### config.mk
export PLATFORM = sky130hd
export DESIGN_NAME = rps_round_ctrl_flat
export DESIGN_NICKNAME = d
export VERILOG_FILES = /design/src/rtl/rps_pkg.sv /design/src/rtl/rps_round_ctrl_if.sv /design/src/rtl/rps_judge.sv /design/src/rtl/rps_round_ctrl.sv /design/src/flat_wrapper.sv
export SDC_FILE = /design/constraint.sdc
export NUM_CORES = 1
export LEC_CHECK = 0
export BUFFER_PORTS_ARGS = -buffer_cell sky130_fd_sc_hd__buf_2
export CORE_MARGIN = 10
export CORE_UTILIZATION = 40
export CTS_BUF_LIST = sky130_fd_sc_hd__clkbuf_16
export DETAILED_ROUTE_END_ITERATION = 10
export GPL_ROUTABILITY_DRIVEN = 0
export MAX_ROUTING_LAYER = met4
export PLACE_DENSITY = 0.69
export SYNTH_ARGS = -nofsm -noshare
export SYNTH_HDL_FRONTEND = slang
export SYNTH_SLANG_ARGS = --single-unit
### constraint.sdc
create_clock -name sck -period 2.6 [get_ports sck]
set_clock_uncertainty 0.15 [all_clocks]
set_input_delay 0 -clock sck [delete_from_list [all_inputs] [get_ports sck]]
set_output_delay 0 -clock sck [all_outputs]
set_load 0.05 [all_outputs]
### src/rtl/rps_pkg.sv
// Shared types and encodings for the rock-paper-scissors round controller.
package rps_pkg;

    typedef enum logic [1:0] {
        NONE     = 2'b00,
        ROCK     = 2'b01,
        PAPER    = 2'b10,
        SCISSORS = 2'b11
    } move_t;

    typedef enum logic [1:0] {
        COLLECT    = 2'b00,
        JUDGE      = 2'b01,
        SHOW       = 2'b10,
        MATCH_OVER = 2'b11
    } state_t;

    // SIG[7:6] opcodes
    localparam logic [1:0] OP_MOVE  = 2'b00;
    localparam logic [1:0] OP_CLEAR = 2'b01;
    localparam logic [1:0] OP_NEXT  = 2'b10;
    localparam logic [1:0] OP_RSVD  = 2'b11;

    localparam logic [1:0] W_NONE = 2'b00;
    localparam logic [1:0] W_P1   = 2'b01;
    localparam logic [1:0] W_P2   = 2'b10;
    localparam logic [1:0] W_TIE  = 2'b11;

    localparam logic [2:0] LED_NONE = 3'b000;
    localparam logic [2:0] LED_P1   = 3'b001;
    localparam logic [2:0] LED_P2   = 3'b010;
    localparam logic [2:0] LED_TIE  = 3'b100;
    localparam logic [2:0] LED_M_P1 = 3'b101;
    localparam logic [2:0] LED_M_P2 = 3'b110;

endpackage

### src/rtl/rps_round_ctrl_if.sv
// Byte-delivery link from the SPI receiver into the round controller.
interface rps_round_ctrl_if;
    logic [7:0] SIG;
    logic       done;

    modport master (output SIG, output done);
    modport slave  (input  SIG, input  done);
endinterface

### src/rtl/rps_judge.sv
// Combinational round judge: compares two valid moves and returns the winner code.
module rps_judge
    import rps_pkg::*;
(
    input  move_t      p1,
    input  move_t      p2,
    output logic [1:0] win
);

    always_comb begin
        win = W_TIE;
        if (p1 != p2) begin
            case ({p1, p2})
                {ROCK, SCISSORS},
                {SCISSORS, PAPER},
                {PAPER, ROCK}:      win = W_P1;
                default:            win = W_P2;
            endcase
        end
    end

endmodule

### src/rtl/rps_round_ctrl.sv
// Round/match controller: collects both moves, judges, keeps scores, drives LEDs.
// Optional match termination is compiled in with `define RPS_MATCH_EN.
module rps_round_ctrl
    import rps_pkg::*;
#(
    parameter int SCORE_W      = 4,
    parameter int MATCH_POINTS = 3
) (
    input  logic               sck,
    input  logic               reset,
    rps_round_ctrl_if.slave    rx,
    output logic [2:0]         LED,
    output logic [1:0]         winner,
    output logic [SCORE_W-1:0] p1_score,
    output logic [SCORE_W-1:0] p2_score,
    output logic               busy
);

    localparam logic [SCORE_W-1:0] SMAX = '1;
    localparam logic [SCORE_W-1:0] ONE  = SCORE_W'(1);

    if (MATCH_POINTS < 1 || MATCH_POINTS > (2**SCORE_W) - 1) begin : g_bad_match_points
        $error("MATCH_POINTS out of range for SCORE_W");
    end

`ifdef RPS_MATCH_EN
    localparam logic [SCORE_W-1:0] MP = SCORE_W'(MATCH_POINTS);
`endif

    state_t             state_q, state_n;
    move_t              p1_mv_q, p1_mv_n, p2_mv_q, p2_mv_n;
    logic               have_p1_q, have_p1_n, have_p2_q, have_p2_n;
    logic               done_q;
    logic [2:0]         led_q, led_n;
    logic [1:0]         win_q, win_n;
    logic [SCORE_W-1:0] s1_q, s1_n, s2_q, s2_n;

    logic               ev;
    logic [1:0]         op;
    logic               pl;
    move_t              mv;
    logic [1:0]         jwin;
    logic               unused_sig_bits;

    assign ev = rx.done & ~done_q;
    assign op = rx.SIG[7:6];
    assign pl = rx.SIG[5];
    assign mv = move_t'(rx.SIG[1:0]);
    assign unused_sig_bits = ^rx.SIG[4:2];

    function automatic logic [SCORE_W-1:0] sat_inc(input logic [SCORE_W-1:0] s);
        return (s == SMAX) ? s : s + ONE;
    endfunction

    rps_judge u_judge (
        .p1  (p1_mv_q),
        .p2  (p2_mv_q),
        .win (jwin)
    );

    always_ff @(posedge sck or posedge reset) begin
        if (reset) begin
            state_q   <= COLLECT;
            p1_mv_q   <= NONE;
            p2_mv_q   <= NONE;
            have_p1_q <= 1'b0;
            have_p2_q <= 1'b0;
            done_q    <= 1'b0;
            led_q     <= LED_NONE;
            win_q     <= W_NONE;
            s1_q      <= '0;
            s2_q      <= '0;
        end else begin
            state_q   <= state_n;
            p1_mv_q   <= p1_mv_n;
            p2_mv_q   <= p2_mv_n;
            have_p1_q <= have_p1_n;
            have_p2_q <= have_p2_n;
            done_q    <= rx.done;
            led_q     <= led_n;
            win_q     <= win_n;
            s1_q      <= s1_n;
            s2_q      <= s2_n;
        end
    end

    always_comb begin
        state_n   = state_q;
        p1_mv_n   = p1_mv_q;
        p2_mv_n   = p2_mv_q;
        have_p1_n = have_p1_q;
        have_p2_n = have_p2_q;
        led_n     = led_q;
        win_n     = win_q;
        s1_n      = s1_q;
        s2_n      = s2_q;

        // CLEAR overrides whatever the FSM is doing, including JUDGE
        if (ev && op == OP_CLEAR) begin
            state_n   = COLLECT;
            p1_mv_n   = NONE;
            p2_mv_n   = NONE;
            have_p1_n = 1'b0;
            have_p2_n = 1'b0;
            led_n     = LED_NONE;
            win_n     = W_NONE;
            s1_n      = '0;
            s2_n      = '0;
        end else begin
            case (state_q)
                COLLECT: begin
                    if (ev && op == OP_MOVE && mv != NONE) begin
                        if (!pl && !have_p1_q) begin
                            p1_mv_n   = mv;
                            have_p1_n = 1'b1;
                            if (have_p2_q) state_n = JUDGE;
                        end else if (pl && !have_p2_q) begin
                            p2_mv_n   = mv;
                            have_p2_n = 1'b1;
                            if (have_p1_q) state_n = JUDGE;
                        end
                    end
                end
                JUDGE: begin
                    win_n   = jwin;
                    state_n = SHOW;
                    case (jwin)
                        W_P1: begin
                            led_n = LED_P1;
                            s1_n  = sat_inc(s1_q);
                        end
                        W_P2: begin
                            led_n = LED_P2;
                            s2_n  = sat_inc(s2_q);
                        end
                        default: led_n = LED_TIE;
                    endcase
`ifdef RPS_MATCH_EN
                    if (jwin == W_P1 && s1_n == MP && s1_q != MP) begin
                        state_n = MATCH_OVER;
                        led_n   = LED_M_P1;
                    end else if (jwin == W_P2 && s2_n == MP && s2_q != MP) begin
                        state_n = MATCH_OVER;
                        led_n   = LED_M_P2;
                    end
`endif
                end
                SHOW: begin
                    if (ev && op == OP_NEXT) begin
                        state_n   = COLLECT;
                        p1_mv_n   = NONE;
                        p2_mv_n   = NONE;
                        have_p1_n = 1'b0;
                        have_p2_n = 1'b0;
                        led_n     = LED_NONE;
                        win_n     = W_NONE;
                    end
                end
`ifdef RPS_MATCH_EN
                MATCH_OVER: ;
`endif
                default: state_n = COLLECT;
            endcase
        end
    end

    assign LED      = led_q;
    assign winner   = win_q;
    assign p1_score = s1_q;
    assign p2_score = s2_q;
    assign busy     = (state_q == COLLECT) & (have_p1_q | have_p2_q);

endmodule
### src/flat_wrapper.sv
// flat-port wrapper written by rule: the top's interface ports become plain ports
module rps_round_ctrl_flat import rps_pkg::*;
#(
    parameter int SCORE_W      = 4,
    parameter int MATCH_POINTS = 3
)
  (sck, reset, LED, winner, p1_score, p2_score, busy, rx_SIG, rx_done);
  rps_round_ctrl_if rx_i ();
  input  logic sck;
  input  logic reset;
  output logic [2:0] LED;
  output logic [1:0] winner;
  output logic [SCORE_W-1:0] p1_score;
  output logic [SCORE_W-1:0] p2_score;
  output logic busy;
  input wire logic [$bits(rx_i.SIG)-1:0] rx_SIG;
  input wire logic [$bits(rx_i.done)-1:0] rx_done;
  assign rx_i.SIG = rx_SIG;
  assign rx_i.done = rx_done;
  rps_round_ctrl #(.SCORE_W(SCORE_W), .MATCH_POINTS(MATCH_POINTS)) u_core (.sck(sck), .reset(reset), .rx(rx_i), .LED(LED), .winner(winner), .p1_score(p1_score), .p2_score(p2_score), .busy(busy));
endmodule
==> results of run 1 <==
==> worst max path at each step <==
stage	start	end	cells past startpoint
floorplan	u_core.p1_score[0]$_DFFE_PP0P_	u_core.p1_score[3]$_DFFE_PP0P_	5
global placement	u_core.done_q$_DFF_PP0_	u_core.LED[2]$_DFFE_PP0P_	4
detailed placement	u_core.done_q$_DFF_PP0_	u_core.LED[2]$_DFFE_PP0P_	4
CTS	u_core.done_q$_DFF_PP0_	u_core.p1_mv_q[1]$_DFFE_PP0P_	5
global route	u_core.done_q$_DFF_PP0_	u_core.p1_mv_q[1]$_DFFE_PP0P_	5
finish	u_core.done_q$_DFF_PP0_	u_core.p1_mv_q[1]$_DFFE_PP0P_	5
==> critical path, stage by stage (launching register included) <==
cell	delay, ns
dfrtp_1	0.39
or4b_4	0.60
nor4_4	0.31
nand3_1	0.11
dlygate4sd3_1	0.56
o21ai_0	0.07
==> where the power goes <==
| part | total [W] | leakage [nW] | internal [W] | switching [W] |
|---|---|---|---|---|
| registers | 0.000529 | 0.295 | 0.000428 | 0.000101 |
| clock network | 0.000315 | 0.0370 | 0.000203 | 0.000112 |
| logic | 0.000653 | 0.384 | 0.000212 | 0.000441 |
==> registers in the layout, indices dropped and copies added (netlist names) <==
name and count:
u_core.p1_score 4, u_core.p2_score 4, u_core.LED 3, u_core.p1_mv_q 2, u_core.p2_mv_q 2, u_core.state_q 2
u_core.winner 2, u_core.done_q 1, u_core.have_p1_q 1, u_core.have_p2_q 1
==> cell usage after synthesis, drive strengths merged, types with 2 or more instances <==
cell type / n / area share, %
a211oi: 2 / 1.9
a21oi: 9 / 3.9
a22o: 3 / 2.0
and4b: 2 / 1.5
buf: 3 / 2.1
dfrtp: 22 / 41
ha: 6 / 5.6
inv: 11 / 3.1
mux2i: 4 / 3.0
nand2: 11 / 3.1
nand2b: 6 / 2.8
nand3: 11 / 4.1
nor2: 6 / 1.7
nor4: 3 / 2.5
o21a: 3 / 1.7
o21ai: 12 / 4.8
o2bb2ai: 2 / 1.3
or3: 3 / 1.4
xnor2: 3 / 2.0
==> layout by cell type, fill, tap and decap left out, types with 2 or more instances in the layout <==
master	instances
dfrtp_1	22
buf_2	21
inv_1	11
nand2_1	11
nand3_1	11
o21ai_0	10
a21oi_1	7
nor2_1	6
nand2b_1	6
ha_1	6
dlygate4sd3_1	6
mux2i_1	4
xnor2_1	3
o21a_1	3
or3_1	3
a22o_1	3
clkbuf_16	3
a211oi_2	2
and4b_1	2
nor4_1	2
o2bb2ai_1	2
a21oi_2	2
==> layer usage <==
layer	GRT usage [%]	vias up
met2	18.24	28
met1	10.94	549
met4	4.122	0
li1	-	549
met5	-	-
met3	1.843	4
==> stage by stage <==
step | setup slack (ns) | utilization [%]
after floorplan | 0.7632 | -
after CTS | 0.3245 | 51.56
final | 0.3313 | 51.56
after global placement | 0.6965 | 47.24
after global routing | 0.1996 | 51.56
after detailed placement | 0.6518 | 47.24
==> area by class of cell <==
class / count / area (um^2)
multi-input combinational: 99 / 718.2
inverter: 11 / 41.29
clock buffer: 3 / 75.07
timing repair buffer: 28 / 172.7
fill: 282 / 1515
sequential: 22 / 550.5
tap: 44 / 55.05
==> cells by family after synthesis <==
| group | share of synthesized area, % |
|---|---|
| muxes | 3.825 |
| DFF | 41.04 |
| AOI/OAI and AO/OA | 19.40 |
| adders and majority gates | 5.597 |
| and+or+nand+nor | 22.11 |
| buffers and inverters | 5.410 |
| xor gates and xnor gates | 2.612 |
==> results.json, run 1 <==
{
  "async_flop_share_pct": 100.0,
  "synth_cells": 136,
  "vias": 1130,
  "max_slew_margin_pct": 46.15,
  "synth-edff-count": 0,
  "dieArea_um2": 6069,
  "synth-main-ff-cell": "dfrtp_1",
  "ys_ff_latch": 22,
  "post_cts_resized": 0,
  "clk_latency_ns": 0.25,
  "drive_gt1_share_pct": 22.09,
  "grt_pass1_wl_um": 5119,
  "numCtsBuffers": 3,
  "worstPathMaxFanout": 6,
  "finalMaxSlewViolations": 0,
  "syn_avg_cell_area_um2": 9.862,
  "crit_type": "reg2reg",
  "fin_cells": 207,
  "ys.warnings.count": 0,
  "ios": 25,
  "syn_nets": 153,
  "regToRegSetupSlack_ns": 0.33,
  "max_cap_violations": 0,
  "cts_tree": "done",
  "fp.dieW_um": 77.91,
  "drc": 0,
  "post_cts_buffers": 0,
  "grtUsageTotal_pct": 10.24,
  "period_share_pct": 87.26,
  "cts_buffer_depth": 2,
  "start_util_pct": 42.88,
  "path_clk_slew_ns": 0.06,
  "p_leak_nw": 0.7165,
  "wl_met1_um": 1279,
  "power.total_w": 0.001497,
  "crit_required_ns": 2.62,
  "placed_cell_area_um2": 1478,
  "viasPerCell": 5.459,
  "min_from": "rx_SIG[7]",
  "grt_max_degree": 23,
  "first_pass_iters": 4,
  "dpl.hpwl_um": 2384,
  "dieHeight_um": 77.91,
  "dr_wl_met3_um": 94,
  "ys_types": 38,
  "fp-row-count": 20,
  "rr_endpoint": "u_core.p1_mv_q[1]$_DFFE_PP0P_",
  "io_buffers": 21,
  "cts_hold_buf": 6,
  "r2r_start": "u_core.done_q$_DFF_PP0_",
  "grt-ovfl-total": 0,
  "peakVddDrop_mv": 0.3288,
  "ff2ff_path_depth": 5,
  "rsz0062_at_grt": "no",
  "routedWlPerCell_um": 14.64,
  "antenna_found_initial": 0,
  "tightest_slew_ns": 0.8068,
  "diodes": 0,
  "wl_met2_um": 1612,
  "holdWs_ns": -0.001080,
  "cts.sinks": 22,
  "yosysSeqAreaShare_pct": 41.04,
  "first_iter_violations": 88,
  "hold_depth": 3,
  "tns_ns": 0,
  "root_buffer": "clkbuf_16",
  "holdPathEnd": "u_core.p1_score[3]$_DFFE_PP0P_",
  "area_growth_pct": 20.24,
  "clock.fmax_mhz": 440.8,
  "start_kind": "flop",
  "synthesis.area_um2": 1341,
  "grt_pass1_vias": 1100,
  "h-tree-depth": 1,
  "core_um2": 3128,
  "cp_data_arrival_time_ns": 2.29,
  "finalCriticalPeriod_ns": 2.269,
  "place_inst": 198,
  "wirelength_um": 3030,
  "top_layer_used": "met4",
  "drtAntennaViolNets": 0,
  "status": "finished with violations",
  "nets": 182,
  "violations": "hold timing",
  "hold_path_class": "in2reg",
  "power.density_nw_per_um2": 928.0,
  "cp-end-kind": "flop",
  "fin_area_um2": 1613,
  "finalHoldViolations": 1,
  "finalSetupViolations": 0
}
Power figures use the tool's default switching activity.
==> run 2: changes to the inputs <==
- PLACE_DENSITY: 0.69 -> not set
- PLACE_DENSITY_LB_ADDON: not set -> 0.05
==> run 2 against run 1 <==
The flow now finishes without violations; sequential share of layout area shrank 0.21 points; critical path depth grew 2; sequential power is essentially flat; global-route usage shrank 0.39 points; register-to-register slack gained 0.03 ns; setup slack gained 0.012 ns; via count shrank 3.8%; critical path type is now in2reg.
==> results.json, run 2 (synthesized netlist as in run 1, its figures left out) <==
{
  "grt_pass1_wl_um": 4933,
  "grt_pass1_vias": 1045,
  "critPathTopFamily": "buffers and inverters",
  "hold_depth": 3,
  "hold_path_class": "in2reg",
  "nets": 183,
  "drtAntennaViolNets": 0,
  "final_common_cell": "dfrtp_1",
  "tns_ns": 0,
  "ios": 25,
  "worstPathMaxFanout": 6,
  "power.density_nw_per_um2": 923.8,
  "vias": 1087,
  "clock.fmax_mhz": 443.1,
  "finalMaxSlewViolations": 0,
  "h-tree-depth": 1,
  "slowest_delay_ns": 0.56,
  "crit_chain": "dlygate4sd3_1 > buf_2 > or4b_4 > nor4_4 > nand3_1 > dlygate4sd3_1 > o21ai_0",
  "tightest_slew_ns": 0.8738,
  "rsz0062_at_grt": "no",
  "crit_top_cell": "dlygate4sd3_1",
  "post_cts_buffers": 0,
  "path_clk_slew_ns": 0.06,
  "p_leak_nw": 0.7206,
  "drc": 0,
  "ff2ff_path_depth": 5,
  "postLayoutCoreUtil_pct": 51.88,
  "grt_max_degree": 23,
  "cts_buffer_depth": 2,
  "clk_latency_ns": 0.25,
  "crit_type": "in2reg",
  "max_slew_margin_pct": 41.68,
  "viasPerCell": 5.226,
  "area_growth_pct": 20.99,
  "cts_tree": "done",
  "critPathBufInv": 3,
  "fp-row-count": 20,
  "antenna_found_initial": 0,
  "diodes": 0,
  "period_share_pct": 86.79,
  "core_um2": 3128,
  "cp-end-kind": "flop",
  "grt-ovfl-total": 0,
  "fp.dieW_um": 77.91,
  "first_pass_iters": 4,
  "cp_num_cells": 7,
  "routedWlPerCell_um": 14.26,
  "numCtsBuffers": 3,
  "start_util_pct": 42.88,
  "dieArea_um2": 6069,
  "peakVddDrop_mv": 0.4685,
  "grtUsageTotal_pct": 9.845,
  "finalSetupViolations": 0,
  "drive_gt1_share_pct": 21.95,
  "start_kind": "primary input",
  "cp_slowest_cell": "or4b_4",
  "dieHeight_um": 77.91,
  "status": "finished, final reports clean",
  "layout_common_cells": "dfrtp_1, buf_2, inv_1, nand2_1, nand3_1",
  "root_buffer": "clkbuf_16",
  "cp_data_arrival_time_ns": 2.28,
  "max_cap_violations": 0,
  "finalHoldViolations": 0,
  "io_buffers": 21,
  "wirelength_um": 2967,
  "finalCriticalPeriod_ns": 2.257,
  "cts.sinks": 22,
  "crit_required_ns": 2.62,
  "first_iter_violations": 47,
  "dpl.hpwl_um": 2181
}
-- run 2: per-stage QoR --
stage	setup slack, ns	total power, W	cells	cell area [um^2]	hold WS, ns
6_report	0.3433	0.001499	208	1623	0.08255
3_5_place_dp	0.6187	0.001178	198	1478	0.003003
5_1_grt	0.1845	0.001604	208	1623	0.09334
2_1_floorplan	0.7632	0.001045	136	1341	-0.1608
3_3_place_gp	0.6921	0.001167	198	1478	-0.006543
4_1_cts	0.3506	0.001509	208	1623	0.08409
-- run 2: power breakdown --
part / leakage [nW] / switching (W) / internal (W)
sequential: 0.295 / 0.000101 / 0.000428
clock: 0.0370 / 0.000116 / 0.000203
combinational: 0.388 / 0.000437 / 0.000215
total: 0.721 / 0.000654 / 0.000845
-- run 2: per-layer routing --
layer  share of wire, %  vias to the layer above  track usage (%)
met2                 46                       19            15.34
met1                 49                      520            13.00
met3                4.8                        0            2.189
met5                  0                        -                -
li1                   -                      548                -
met4                  0                        0            1.434
-- run 2: tightest hold or removal path, cell delays in order --
cell and delay (ns):
buf_2 0.12, nor3b_1 0.20, nor2_1 0.12
-- run 2: timing repair --
| action | CTS | global route |
|---|---|---|
| gates resized for setup | 0 | 0 |
| hold endpoints to repair | 31 | 0 |
| hold buffers | 7 | 0 |
-- run 2: worst paths after layout --
path / startpoint / to / slack (ns)
max: rx_SIG[7] / u_core.p1_mv_q[0]$_DFFE_PP0P_ / 0.34
max reg2reg: u_core.done_q$_DFF_PP0_ / u_core.p1_mv_q[0]$_DFFE_PP0P_ / 0.36
min: rx_SIG[6] / u_core.p1_score[0]$_DFFE_PP0P_ / 0.08
min reg2reg: u_core.winner[1]$_DFFE_PP0P_ / u_core.winner[1]$_DFFE_PP0P_ / 0.33
min in group asynchronous: reset / u_core.p2_score[0]$_DFFE_PP0P_ / 0.32
max in group asynchronous: reset / u_core.p1_score[3]$_DFFE_PP0P_ / 1.44
-- run 2: area by class of cell --
cell class / count / area [um^2]
multi-input combinational: 99 / 718.2
inverter: 11 / 41.29
fill: 301 / 1505
tap: 44 / 55.05
timing repair buffer: 29 / 182.7
clock buffer: 3 / 75.07
sequential: 22 / 550.5
==> run 3: changes to the inputs <==
- CORE_UTILIZATION: 40 -> 58
==> run 3 against run 2 <==
Sequential cell count unchanged; die area decreased by 24%; critical endpoint is now u_core.have_p1_q$_DFFE_PP0P_; hold slack worse by 0.013 ns; fmax grew 17%; register-to-register slack gained 0.31 ns.
==> results.json, run 3 (synthesized netlist as in run 1, its figures left out) <==
{
  "routedWlPerCell_um": 15.13,
  "antenna_found_initial": 0,
  "first_pass_iters": 4,
  "tns_ns": 0,
  "tightest_slew_ns": 0.8386,
  "grt_max_degree": 23,
  "area_growth_pct": 18.75,
  "drtAntennaViolNets": 0,
  "nets": 182,
  "grtUsageTotal_pct": 13.47,
  "worstPathMaxFanout": 4,
  "dpl.hpwl_um": 2146,
  "grt-ovfl-total": 0,
  "p_leak_nw": 0.7192,
  "path_clk_slew_ns": 0.06,
  "numCtsBuffers": 3,
  "period_share_pct": 74.07,
  "hold_path_class": "in2reg",
  "diodes": 0,
  "first_iter_violations": 39,
  "grt_pass1_vias": 1041,
  "dieHeight_um": 68.09,
  "vias": 1110,
  "max_cap_violations": 0,
  "viasPerCell": 5.812,
  "cts.sinks": 22,
  "finalHoldViolations": 0,
  "postLayoutCoreUtil_pct": 72.00,
  "drc": 0,
  "fp.dieW_um": 68.09,
  "crit_required_ns": 2.59,
  "crit_type": "reg2reg",
  "ios": 25,
  "clk_latency_ns": 0.25,
  "drive_gt1_share_pct": 22.09,
  "layout_common_cells": "dfrtp_1, buf_2, inv_1, nand2_1, nand3_1",
  "cp_data_arrival_time_ns": 1.91,
  "io_buffers": 21,
  "finalMaxSlewViolations": 0,
  "wirelength_um": 2889,
  "peakVddDrop_mv": 0.7839,
  "holdWs_ns": 0.06956,
  "fp-row-count": 17,
  "start_kind": "flop",
  "power.density_nw_per_um2": 939.5,
  "cts_tree": "done",
  "rsz0062_at_grt": "no",
  "clock.fmax_mhz": 519.2,
  "core_um2": 2212,
  "cp-end-kind": "flop",
  "finalCriticalPeriod_ns": 1.926,
  "final_common_cell": "dfrtp_1",
  "ff2ff_path_depth": 6,
  "grt_pass1_wl_um": 4767,
  "hold_depth": 3,
  "dieArea_um2": 4636,
  "finalSetupViolations": 0,
  "start_util_pct": 60.63,
  "n_fill_cell": 164,
  "max_slew_margin_pct": 44.03,
  "status": "finished, final reports clean",
  "root_buffer": "clkbuf_16",
  "h-tree-depth": 1,
  "cts_buffer_depth": 2
}
-- run 3: cell count changes in the layout (fill, tap and decap cells not counted), sizes merged --
cell         delta
dlygate4sd3     -1
-- run 3: per-stage QoR --
step / area, um^2 / setup WS, ns / std cells / total power [W]
floorplan: 1341 / 0.7632 / 136 / 0.001045
global placement: 1458 / 0.7354 / 182 / 0.001156
detailed placement: 1458 / 0.7201 / 182 / 0.001176
CTS: 1593 / 0.6582 / 191 / 0.001507
global route: 1593 / 0.5568 / 191 / 0.001592
finish: 1593 / 0.6741 / 191 / 0.001496
-- run 3: layout make-up --
type,instances,area (um^2),share of cell area (%)
Multi-Input combinational cell,99,718.2,45.09
Sequential cell,22,550.5,34.56
Timing Repair Buffer,28,172.7,10.84
Clock buffer,3,75.07,4.713
Inverter,11,41.29,2.592
Tap cell,28,35.03,2.200
-- run 3: metal layers --
metal / GRT usage, % / vias up / wire length, um
met5: - / - / 0
met4: 5.276 / 0 / 27
met3: 3.100 / 4 / 144
met2: 20.93 / 36 / 1398
li1: - / 544 / -
met1: 16.54 / 526 / 1318
-- run 3: power by group --
group | internal (W) | total, W | switching, W
Combinational | 0.000214 | 0.000655 | 0.000441
Clock | 0.000203 | 0.000315 | 0.000112
Sequential | 0.000428 | 0.000526 | 0.0000983
Total | 0.000845 | 0.00150 | 0.000652
-- run 3: path summary, 6_finish.rpt --
path,endpoint,start,slack (ns)
worst max-delay path,u_core.have_p1_q$_DFFE_PP0P_,u_core.state_q[0]$_DFFE_PP0P_,0.67
worst min-delay path,u_core.p1_score[0]$_DFFE_PP0P_,rx_SIG[6],0.07
worst max register to register,u_core.have_p1_q$_DFFE_PP0P_,u_core.state_q[0]$_DFFE_PP0P_,0.67
worst min register to register,u_core.LED[2]$_DFFE_PP0P_,u_core.LED[2]$_DFFE_PP0P_,0.36
max in group asynchronous,u_core.LED[0]$_DFFE_PP0P_,reset,1.47
min in group asynchronous,u_core.p2_mv_q[0]$_DFFE_PP0P_,reset,0.31
-- run 3: critical path, stage by stage, from the launching register on --
cell,delay (ns)
dfrtp_1,0.42
inv_1,0.11
ha_1,0.27
inv_1,0.09
o21ai_0,0.47
nand2_1,0.12
a22o_1,0.20
-- run 3: what timing repair did --
action,in CTS,in global routing
endpoints found under the hold margin,31,0
hold buffers,6,0
buffers inserted,0,0
resized for setup,0,0
endpoints found under the setup margin,0,0
